==> src/rtl/alsu_cmd_seq.sv <==
`default_nettype none
// ============================================================================
// Module   : alsu_cmd_seq
// Purpose  : Command sequencer in front of the ALSU. Buffers packed command
//            words in a DEPTH-entry FIFO, issues one command per cycle to the
//            ALSU control/operand inputs, optionally re-issues a command
//            back-to-back (rep field) and flags when the ALSU registered
//            output holds the result of an issued command.
// Config   : `ALSU_SEQ_REPEAT_EN - when defined the rep field [18:16] is
//            honoured; otherwise every command issues exactly once.
// Ports    : clk, rst            - clock, synchronous active-high reset
//            cmd_valid/cmd_ready - upstream handshake, cmd_data [18:0]
//            flush               - drop queued and in-flight work
//            A, B, opc, cin, sin, dir, ropA, ropB, bpA, bpB - to ALSU
//            iss_valid           - outputs carry a real command
//            res_valid           - ALSU out holds an issued result
//            count               - FIFO occupancy
//            busy                - any work queued, issuing or in flight
// Revision : 1.0 - initial release
// ============================================================================
module alsu_cmd_seq #(
  parameter int DEPTH = 8,
  parameter int CW    = 19
) (
  input  logic                       clk,
  input  logic                       rst,
  input  logic                       cmd_valid,
  output logic                       cmd_ready,
  input  logic [CW-1:0]              cmd_data,
  input  logic                       flush,
  output logic [2:0]                 A,
  output logic [2:0]                 B,
  output logic [2:0]                 opc,
  output logic                       cin,
  output logic                       sin,
  output logic                       dir,
  output logic                       ropA,
  output logic                       ropB,
  output logic                       bpA,
  output logic                       bpB,
  output logic                       iss_valid,
  output logic                       res_valid,
  output logic [$clog2(DEPTH+1)-1:0] count,
  output logic                       busy
);

  localparam int PW = (DEPTH > 1) ? $clog2(DEPTH) : 1;
  localparam int NW = $clog2(DEPTH + 1);
  localparam logic [NW-1:0] C_DEPTH = NW'(DEPTH);

  typedef enum logic [0:0] {
    S_IDLE  = 1'b0,
    S_ISSUE = 1'b1
  } state_t;

  state_t        state_q, state_d;
  logic [CW-1:0] mem_q [DEPTH];
  logic [PW-1:0] wr_q, rd_q;
  logic [NW-1:0] count_q, count_d;
  logic [15:0]   ctl_q, ctl_d;     // ALSU control/operand bundle, cmd_data[15:0]
  logic          iss_q, iss_d;
  logic [1:0]    res_q;            // iss_valid delayed by ALSU in+out registers
  logic          w_push, w_load, w_rep_zero, w_nonempty;
  logic [CW-1:0] w_head;

  assign w_nonempty = (count_q != '0);
  // No push-through: readiness depends only on the registered occupancy.
  assign cmd_ready  = (count_q < C_DEPTH);
  assign w_push     = cmd_valid & cmd_ready & ~flush;
  assign w_head     = mem_q[rd_q];

`ifdef ALSU_SEQ_REPEAT_EN
  logic [2:0] rep_q, rep_d;

  assign w_rep_zero = (rep_q == 3'd0);

  always_comb begin
    rep_d = rep_q;
    if (w_load) begin
      rep_d = w_head[18:16];
    end else if (!w_rep_zero) begin
      rep_d = rep_q - 3'd1;
    end
  end

  always_ff @(posedge clk) begin
    if (rst | flush) begin
      rep_q <= 3'd0;
    end else begin
      rep_q <= rep_d;
    end
  end
`else
  // rep bits are stored with the word but never acted upon.
  logic [2:0] w_unused_rep;
  assign w_unused_rep = w_head[18:16];
  assign w_rep_zero   = 1'b1;
`endif

  // Issue stage: a new head is loaded whenever no repeat is pending, so
  // consecutive commands issue with no bubble.
  always_comb begin
    state_d = state_q;
    w_load  = 1'b0;
    iss_d   = 1'b0;
    ctl_d   = ctl_q;
    case (state_q)
      S_IDLE: begin
        if (w_nonempty) w_load = 1'b1;
      end
      S_ISSUE: begin
        if (!w_rep_zero) begin
          iss_d = 1'b1;
        end else if (w_nonempty) begin
          w_load = 1'b1;
        end
      end
      default: ;
    endcase
    if (w_load) begin
      iss_d = 1'b1;
      ctl_d = w_head[15:0];
    end
    // Idle cycles present all-zero controls to the ALSU.
    if (!iss_d) ctl_d = '0;
    state_d = iss_d ? S_ISSUE : S_IDLE;
  end

  always_comb begin
    count_d = count_q;
    case ({w_push, w_load})
      2'b10:   count_d = count_q + NW'(1);
      2'b01:   count_d = count_q - NW'(1);
      default: ;
    endcase
  end

  always_ff @(posedge clk) begin
    if (rst | flush) begin
      state_q <= S_IDLE;
      wr_q    <= '0;
      rd_q    <= '0;
      count_q <= '0;
      ctl_q   <= '0;
      iss_q   <= 1'b0;
      res_q   <= '0;
    end else begin
      state_q <= state_d;
      if (w_push) wr_q <= wr_q + PW'(1);
      if (w_load) rd_q <= rd_q + PW'(1);
      count_q <= count_d;
      ctl_q   <= ctl_d;
      iss_q   <= iss_d;
      res_q   <= {res_q[0], iss_q};
    end
  end

  // Storage needs no reset: occupancy alone decides what is valid.
  always_ff @(posedge clk) begin
    if (w_push) mem_q[wr_q] <= cmd_data;
  end

  assign A         = ctl_q[2:0];
  assign B         = ctl_q[5:3];
  assign opc       = ctl_q[8:6];
  assign cin       = ctl_q[9];
  assign sin       = ctl_q[10];
  assign dir       = ctl_q[11];
  assign ropA      = ctl_q[12];
  assign ropB      = ctl_q[13];
  assign bpA       = ctl_q[14];
  assign bpB       = ctl_q[15];
  assign iss_valid = iss_q;
  assign res_valid = res_q[1];
  assign count     = count_q;
  assign busy      = iss_q | w_nonempty | (|res_q);

endmodule
`default_nettype wire

==> config.mk <==
export PLATFORM = sky130hd
export DESIGN_NAME = alsu_cmd_seq
export DESIGN_NICKNAME = d
export VERILOG_FILES = /design/src/rtl/alsu_cmd_seq.sv
export SDC_FILE = /design/constraint.sdc
export NUM_CORES = 1
export LEC_CHECK = 0
export BUFFER_PORTS_ARGS = -buffer_cell sky130_fd_sc_hd__buf_2
export CAP_MARGIN = 20
export CORE_UTILIZATION = 59
export CTS_CLUSTER_DIAMETER = 60
export DETAILED_ROUTE_END_ITERATION = 8
export PLACE_DENSITY = 0.87
export RECOVER_POWER = 25
export SYNTH_ARGS = -nofsm -noshare
export SYNTH_HDL_FRONTEND = slang
export SYNTH_SLANG_ARGS = --single-unit
==> constraint.sdc <==
create_clock -name clk -period 4.1 [get_ports clk]
set_input_delay 1.025 -clock clk [delete_from_list [all_inputs] [get_ports clk]]
set_output_delay 1.025 -clock clk [all_outputs]
set_load 0.005 [all_outputs]
==> results of run 1 <==
[per-stage QoR]
step	worst slack (ns)	cell area (um2)	hold slack, ns	std cells	power [mW]
floorplan	0.9561	5824	0.4321	298	1.887
global placement	1.020	6218	0.4460	467	1.927
detailed placement	0.8731	6218	0.4715	467	1.936
CTS	0.8696	6820	0.4901	499	3.509
global route	0.8100	6833	0.5048	500	3.594
finish	0.8887	6833	0.4815	500	3.488
[kinds of logic after synthesis]
group                      count (synthesis)  share of synthesized area [%]
adders and majority gates                  5                          1.074
xor gates and xnor gates                   6                         0.9022
DFF                                      157                          75.96
muxes                                     51                          15.66
and+or+nand+nor                           55                          4.275
buffers and inverters                     16                          1.375
AOI/OAI and AO/OA                          8                         0.7518
[registers in the layout, summed over array words and instances, names as in the netlist]
name,count
wr_q,3
iss_valid,1
mem_q,128
rd_q,3
res_q,2
ctl_q,16
count,4
[cell usage in the layout (no fill, tap or decap), drive strengths merged]
master    Yosys  routed
edfxtp      128     128
buf           8      42
mux4         32      32
nor2         31      31
dfxtp        29      29
clkbuf        5      29
mux2i        18      18
inv           3      15
nand2         9       9
xor2          5       5
a21oi         5       5
ha            5       5
nand2b        3       3
nor3          3       3
and2          2       2
o21ai         2       2
bufinv        0       2
or4           2       2
nor3b         1       1
or2           1       1
xnor2         1       1
or3           1       1
a211o         1       1
nand3         1       1
nor2b         1       1
mux2          1       1
clkinvlp      0       1
[final cells by class]
cell class	count	area, um2	share of cell area (%)
repair buffers	54	302.8	4.431
clock inverters	15	187.7	2.747
clock buffers	17	414.1	6.061
flip-flops and latches	157	4425	64.77
multi-input cells	125	1330	19.47
inverters	3	11.26	0.1648
well taps	129	161.4	2.362
[metal layers]
metal | vias up | routed length, um | GRT usage, %
met5 | - | 0 | 0
met4 | 0 | 261 | 10.26
met3 | 25 | 672 | 6.073
met2 | 107 | 5280 | 37.89
met1 | 1402 | 4110 | 28.65
li1 | 1289 | - | -
[where the power goes]
part	internal, mW	switching, mW
Combinational	0.0708	0.0754
Sequential	1.74	0.0165
Clock	0.903	0.682
[how the worst min path moves through the flow]
stage | from | to | slack, ns | cells past startpoint
6_report | res_q[0]$_SDFF_PP0_ | res_q[1]$_SDFF_PP0_ | 0.48 | 1
5_1_grt | res_q[0]$_SDFF_PP0_ | res_q[1]$_SDFF_PP0_ | 0.50 | 1
4_1_cts | res_q[0]$_SDFF_PP0_ | res_q[1]$_SDFF_PP0_ | 0.49 | 1
3_5_place_dp | res_q[0]$_SDFF_PP0_ | res_q[1]$_SDFF_PP0_ | 0.47 | 1
3_3_place_gp | res_q[0]$_SDFF_PP0_ | res_q[1]$_SDFF_PP0_ | 0.45 | 1
2_1_floorplan | res_q[0]$_SDFF_PP0_ | res_q[1]$_SDFF_PP0_ | 0.43 | 1
[worst register-to-register path, stage by stage (launching register included)]
cell and delay [ns]:
dfxtp_1 0.34, or4_1 0.73, ha_1 0.34, xor2_1 0.17, ha_1 0.20, a21oi_1 0.14, xor2_1 0.10, or3_1 0.32
a21oi_1 0.14
==> results.md, run 1 <==
- CP required: 3.07 ns
- Total wire length: 10320 um
- Worst reg2reg setup slack: 1.56 ns
- Worst Hold Class: flip-flop to flip-flop
- Outcome: completed
- Inserted Clock Buffers: 17
- Quantity of gates resized following cts: 0
- Tmin final: 3.211 ns
- Die X: 101.4 um
- Crit-path max cell delay: 0.73 ns
- Slew at the pin with the worst max-slew slack: 0.8025 ns
- Post-CTS setup buffers: 0
- Launch point of the worst path: count[3]$_SDFFE_PP0P_
- Number of synthesized flops with an enable pin: 128
- Die Y: 101.4 um
- Critical Path AT: between 2 and 2.5 ns
- WL per Instance: 20.65 um
- RSZ-0062 raised after global routing: false
- Final worst path period share: 78.32%
- Routed Antenna Nets: 0
- Longest Clk Path Bufs: 2
- CP max FO: 7
- Synth async-reset ratio: 0%
- Leakage: 2.315 nW
- Via/cell ratio: between 5 and 6
- Final hold vios: 0
- Cell variety after synth: 30
- Critical Path, Cell by Cell: or4_1 -> or4_4 -> buf_2
- IO Pins: 47
- Largest net degree at the start of global routing: 35
- Clk_lat worst skew: roughly 0.53 ns
- Worst path bufs/invs: 1
- Core area: ~9400 um2
- Gr ovfl total: 0
- Syn nets: 326
- Sinks on Clock Net: between 150 and 200
- Final setup fails: 0
- Hpwl dp: 5568 um
- GRT Overall Usage: 22.85%
- R2r startpoint: count[3]$_SDFFE_PP0P_
- Share of the synthesized area in the top cell type: 65.99%
- Via count: 2823
- Ant. Diodes: 0
- Crit Path Class: flip-flop to output pin
- Fin. max-slew vios: 0
- Area leader, netlist: edfxtp_1
- Largest delay share family, worst path: simple AND/OR/NAND/NOR gates
- Starting Density: 61.86%
- Post-synthesis cell count: 298
- Clock Pin Slew Worst Setup and Hold Paths: about 0.07 ns
- Hold Buf Count CTS: 0
- DR pass1 iterations: 4
- Initial antenna violation count: 0
- Yosys warns: 0
- End of the critical path: busy
- WP depth: 3
- Setup TNS: 0 ns
- Vias in the first global route: 2886
- First-pass GRT wire length: around 16000 um
- Num rows: 35
- Synth Cell Area: 5824 um2
- Main flop type after synthesis: edfxtp_1
- Critical Path Source Type: flip-flop
- Worst setup EP type: output pin
- IO buf count: 43
- Drt drc: 0
- Reg2reg path depth: 8
- Top-count cell post-synth: edfxtp_1
- Drt initial violations: ~150
- Synth top area cells: edfxtp_1 (66%), mux4_2 (12%), dfxtp_1 (10%), mux2i_1 (3.1%), nor2_1 (2.0%)
- Max-Slew Margin vs Limit: around 47%
- Yosys reg bits: roughly 160
- CTS tree: built
- Clk root buf: clkbuf_8
- Worst Clk Skew: 0.01064 ns
- Share of layout cells above drive strength 1: 30.46%
- R2R Path End: count[2]$_SDFFE_PP0P_
- P per Cell Area: approximately 510 nW/um2
- VDD IR max: 0.3047 mV
- Mapped Avg Cell Area: between 15 and 20 um2
- Fin util: between 70% and 80%
- CP max stage cell: or4_1
- Final nets: 386
- Max Freq: 311.4 MHz
- GP Congestion: 0.6930
- # Max-Cap Violations: 0
- Fill cell count: about 550
- Share of the yosys chip area belonging to registers: 75.96%
- H-tree levels: 4
- Die area: approximately 10000 um2
- Area growth syn-to-layout: 17.31%
- Synth top cells by count: edfxtp_1 (128), mux4_2 (32), nor2_1 (31)
Power figures use the tool's default switching activity.
==> run 2, diff against run 1 <==
Clock period 4.1 ns to 3.3 ns, I/O delays scaled along.
==> run 2 against run 1 <==
Cell area down 0.70%. Routed wire length up 0.60%. Count of clock-buffer cells in the layout unchanged. Cell count up 0.40%. Via count up 1.4%. Utilization down 0.50 points. Power up 19%. Hold slack better by 0.0059 ns. Critical path type unchanged. Critical endpoint unchanged. Largest cell class unchanged. Largest power group unchanged.
==> results.md, run 2 (same netlist as run 1, synthesis figures left out) <==
- Final nets: just under 400
- IO Pins: 47
- VDD IR max: about 0.36 mV
- Initial antenna violation count: 0
- Via/cell ratio: around 5.7
- Final Instance Area: between 6000 and 7000 um2
- Worst Hold Class: flip-flop to flip-flop
- Area growth syn-to-layout: 16.50%
- Inserted Clock Buffers: 17
- Final worst path period share: 90.94%
- Core area: 9415 um2
- Final hold vios: 0
- Post-CTS setup buffers: 0
- WL per Instance: 20.69 um
- Fin. max-slew vios: 0
- Critical Path AT: around 2.2 ns
- Clock Pin Slew Worst Setup and Hold Paths: 0.07 ns
- Die X: 101.4 um
- RSZ-0062 raised after global routing: false
- Hpwl dp: 5673 um
- Total wire length: 10390 um
- Pint: between 3 and 4 mW
- Final setup fails: 0
- Drt initial violations: 129
- Clk_lat worst skew: 0.53 ns
- Die area: 10270 um2
- Leakage: 2.291 nW
- Critical Path Source Type: flip-flop
- Slew at the pin with the worst max-slew slack: 0.6491 ns
- Clk pwr share: between 40% and 50%
- Outcome: completed
- Largest net degree at the start of global routing: 35
- P per Cell Area: just over 600 nW/um2
- Sw power: 0.9366 mW
- Crit Path Class: flip-flop to output pin
- Longest Clk Path Bufs: 2
- Max Freq: 333.2 MHz
- Comb pwr share: 4.6%
- Gr ovfl total: 0
- CP required: 2.47 ns
- Worst setup EP type: output pin
- Hold Buf Count CTS: 0
- CTS tree: built
- Setup TNS: 0 ns
- Sinks on Clock Net: 157
- H-tree levels: 4
- Die Y: 101.4 um
- CP max FO: 7
- Share of layout cells above drive strength 1: 30.56%
- GRT Overall Usage: a little under a quarter
- IO buf count: 43
- Worst Clk Skew: 0.01484 ns
- Cell Area, Placed: about 6300 um2
- # Max-Cap Violations: 0
- Tmin final: ~3 ns
- First-pass GRT wire length: 16230 um
- DR pass1 iterations: 4
- Drt drc: 0
- Vias in the first global route: 2893
- Via count: 2863
- Largest Register: mem_q
- Routed Antenna Nets: 0
- Max-Slew Margin vs Limit: 56.72%
- Clk root buf: clkbuf_8
- Sw frac: 22.64%
- Register area: 4425 um2
- Max reg flops: 128
- Commonest non-fill, non-tap cell in the layout: edfxtp_1
- Num rows: 35
- Multi-input gate area: 1330 um2
- Ant. Diodes: 0
- Power share of the sequential group: 52.5%
- Starting Density: 61.86%
- Quantity of gates resized following cts: 0
- Commonest cells after routing, fill and taps aside: edfxtp_1 (128), mux4_2 (32), nor2_1 (31), buf_2 (30), dfxtp_1 (28)
- Fill cell count: 546
- GP Congestion: 0.6626
-- run 2: cell count changes in the layout (fill, tap and decap cells not counted), sizes merged --
cell	before	now
buf	42	43
bufinv	2	0
clkbuf	29	30
clkinv	0	4
clkinvlp	1	2
inv	15	12
-- run 2: layout make-up --
class                           instances  share of cell area, %
Tap cell                              129                  2.379
Clock buffer                           17                  6.104
Inverter                                3                 0.1660
Sequential cell                       157                  65.22
Clock inverter                         15                  1.862
Timing Repair Buffer                   56                  4.665
Multi-Input combinational cell        125                  19.60
-- run 2: metrics by stage --
step	utilization [%]	hold WS, ns	instances	setup slack (ns)	total power, mW
after floorplan	-	0.4321	298	0.3561	2.344
after global placement	66.21	0.4458	469	0.6415	2.395
after detailed placement	66.50	0.4730	470	0.5528	2.408
after CTS	72.24	0.4929	502	0.2905	4.162
after global routing	72.07	0.5044	502	0.2221	4.269
final	72.07	0.4874	502	0.2990	4.137
-- run 2: final timing paths --
| kind | end | depth (start not counted) | slack, ns | start |
|---|---|---|---|---|
| worst max-delay path | busy | 3 | 0.30 | count[3]$_SDFFE_PP0P_ |
| worst min-delay path | res_q[1]$_SDFF_PP0_ | 1 | 0.49 | res_q[0]$_SDFF_PP0_ |
| worst max register to register | count[2]$_SDFFE_PP0P_ | 8 | 0.82 | count[3]$_SDFFE_PP0P_ |
| worst min register to register | res_q[1]$_SDFF_PP0_ | 1 | 0.49 | res_q[0]$_SDFF_PP0_ |
-- run 2: metal layers --
metal / part of all wire, % / track usage (%) / up-vias
li1: - / - / 1294
met1: 40 / 30.55 / 1428
met2: 50 / 35.90 / 124
met3: 7.6 / 6.970 / 17
met4: 2.0 / 11.04 / 0
met5: 0 / 0 / -
-- run 2: power by group through the flow --
stage	logic, mW	registers, mW	clock network (mW)
after floorplan	0.129	2.21	0
after global placement	0.183	2.21	0
after detailed placement	0.193	2.21	0
after CTS	0.195	2.17	1.79
after global routing	0.212	2.17	1.88
final	0.190	2.17	1.77
-- run 2: critical path, stage by stage (launching register included) --
cell	delay, ns
dfxtp_1	0.35
or4_1	0.70
or4_4	0.46
buf_2	0.14
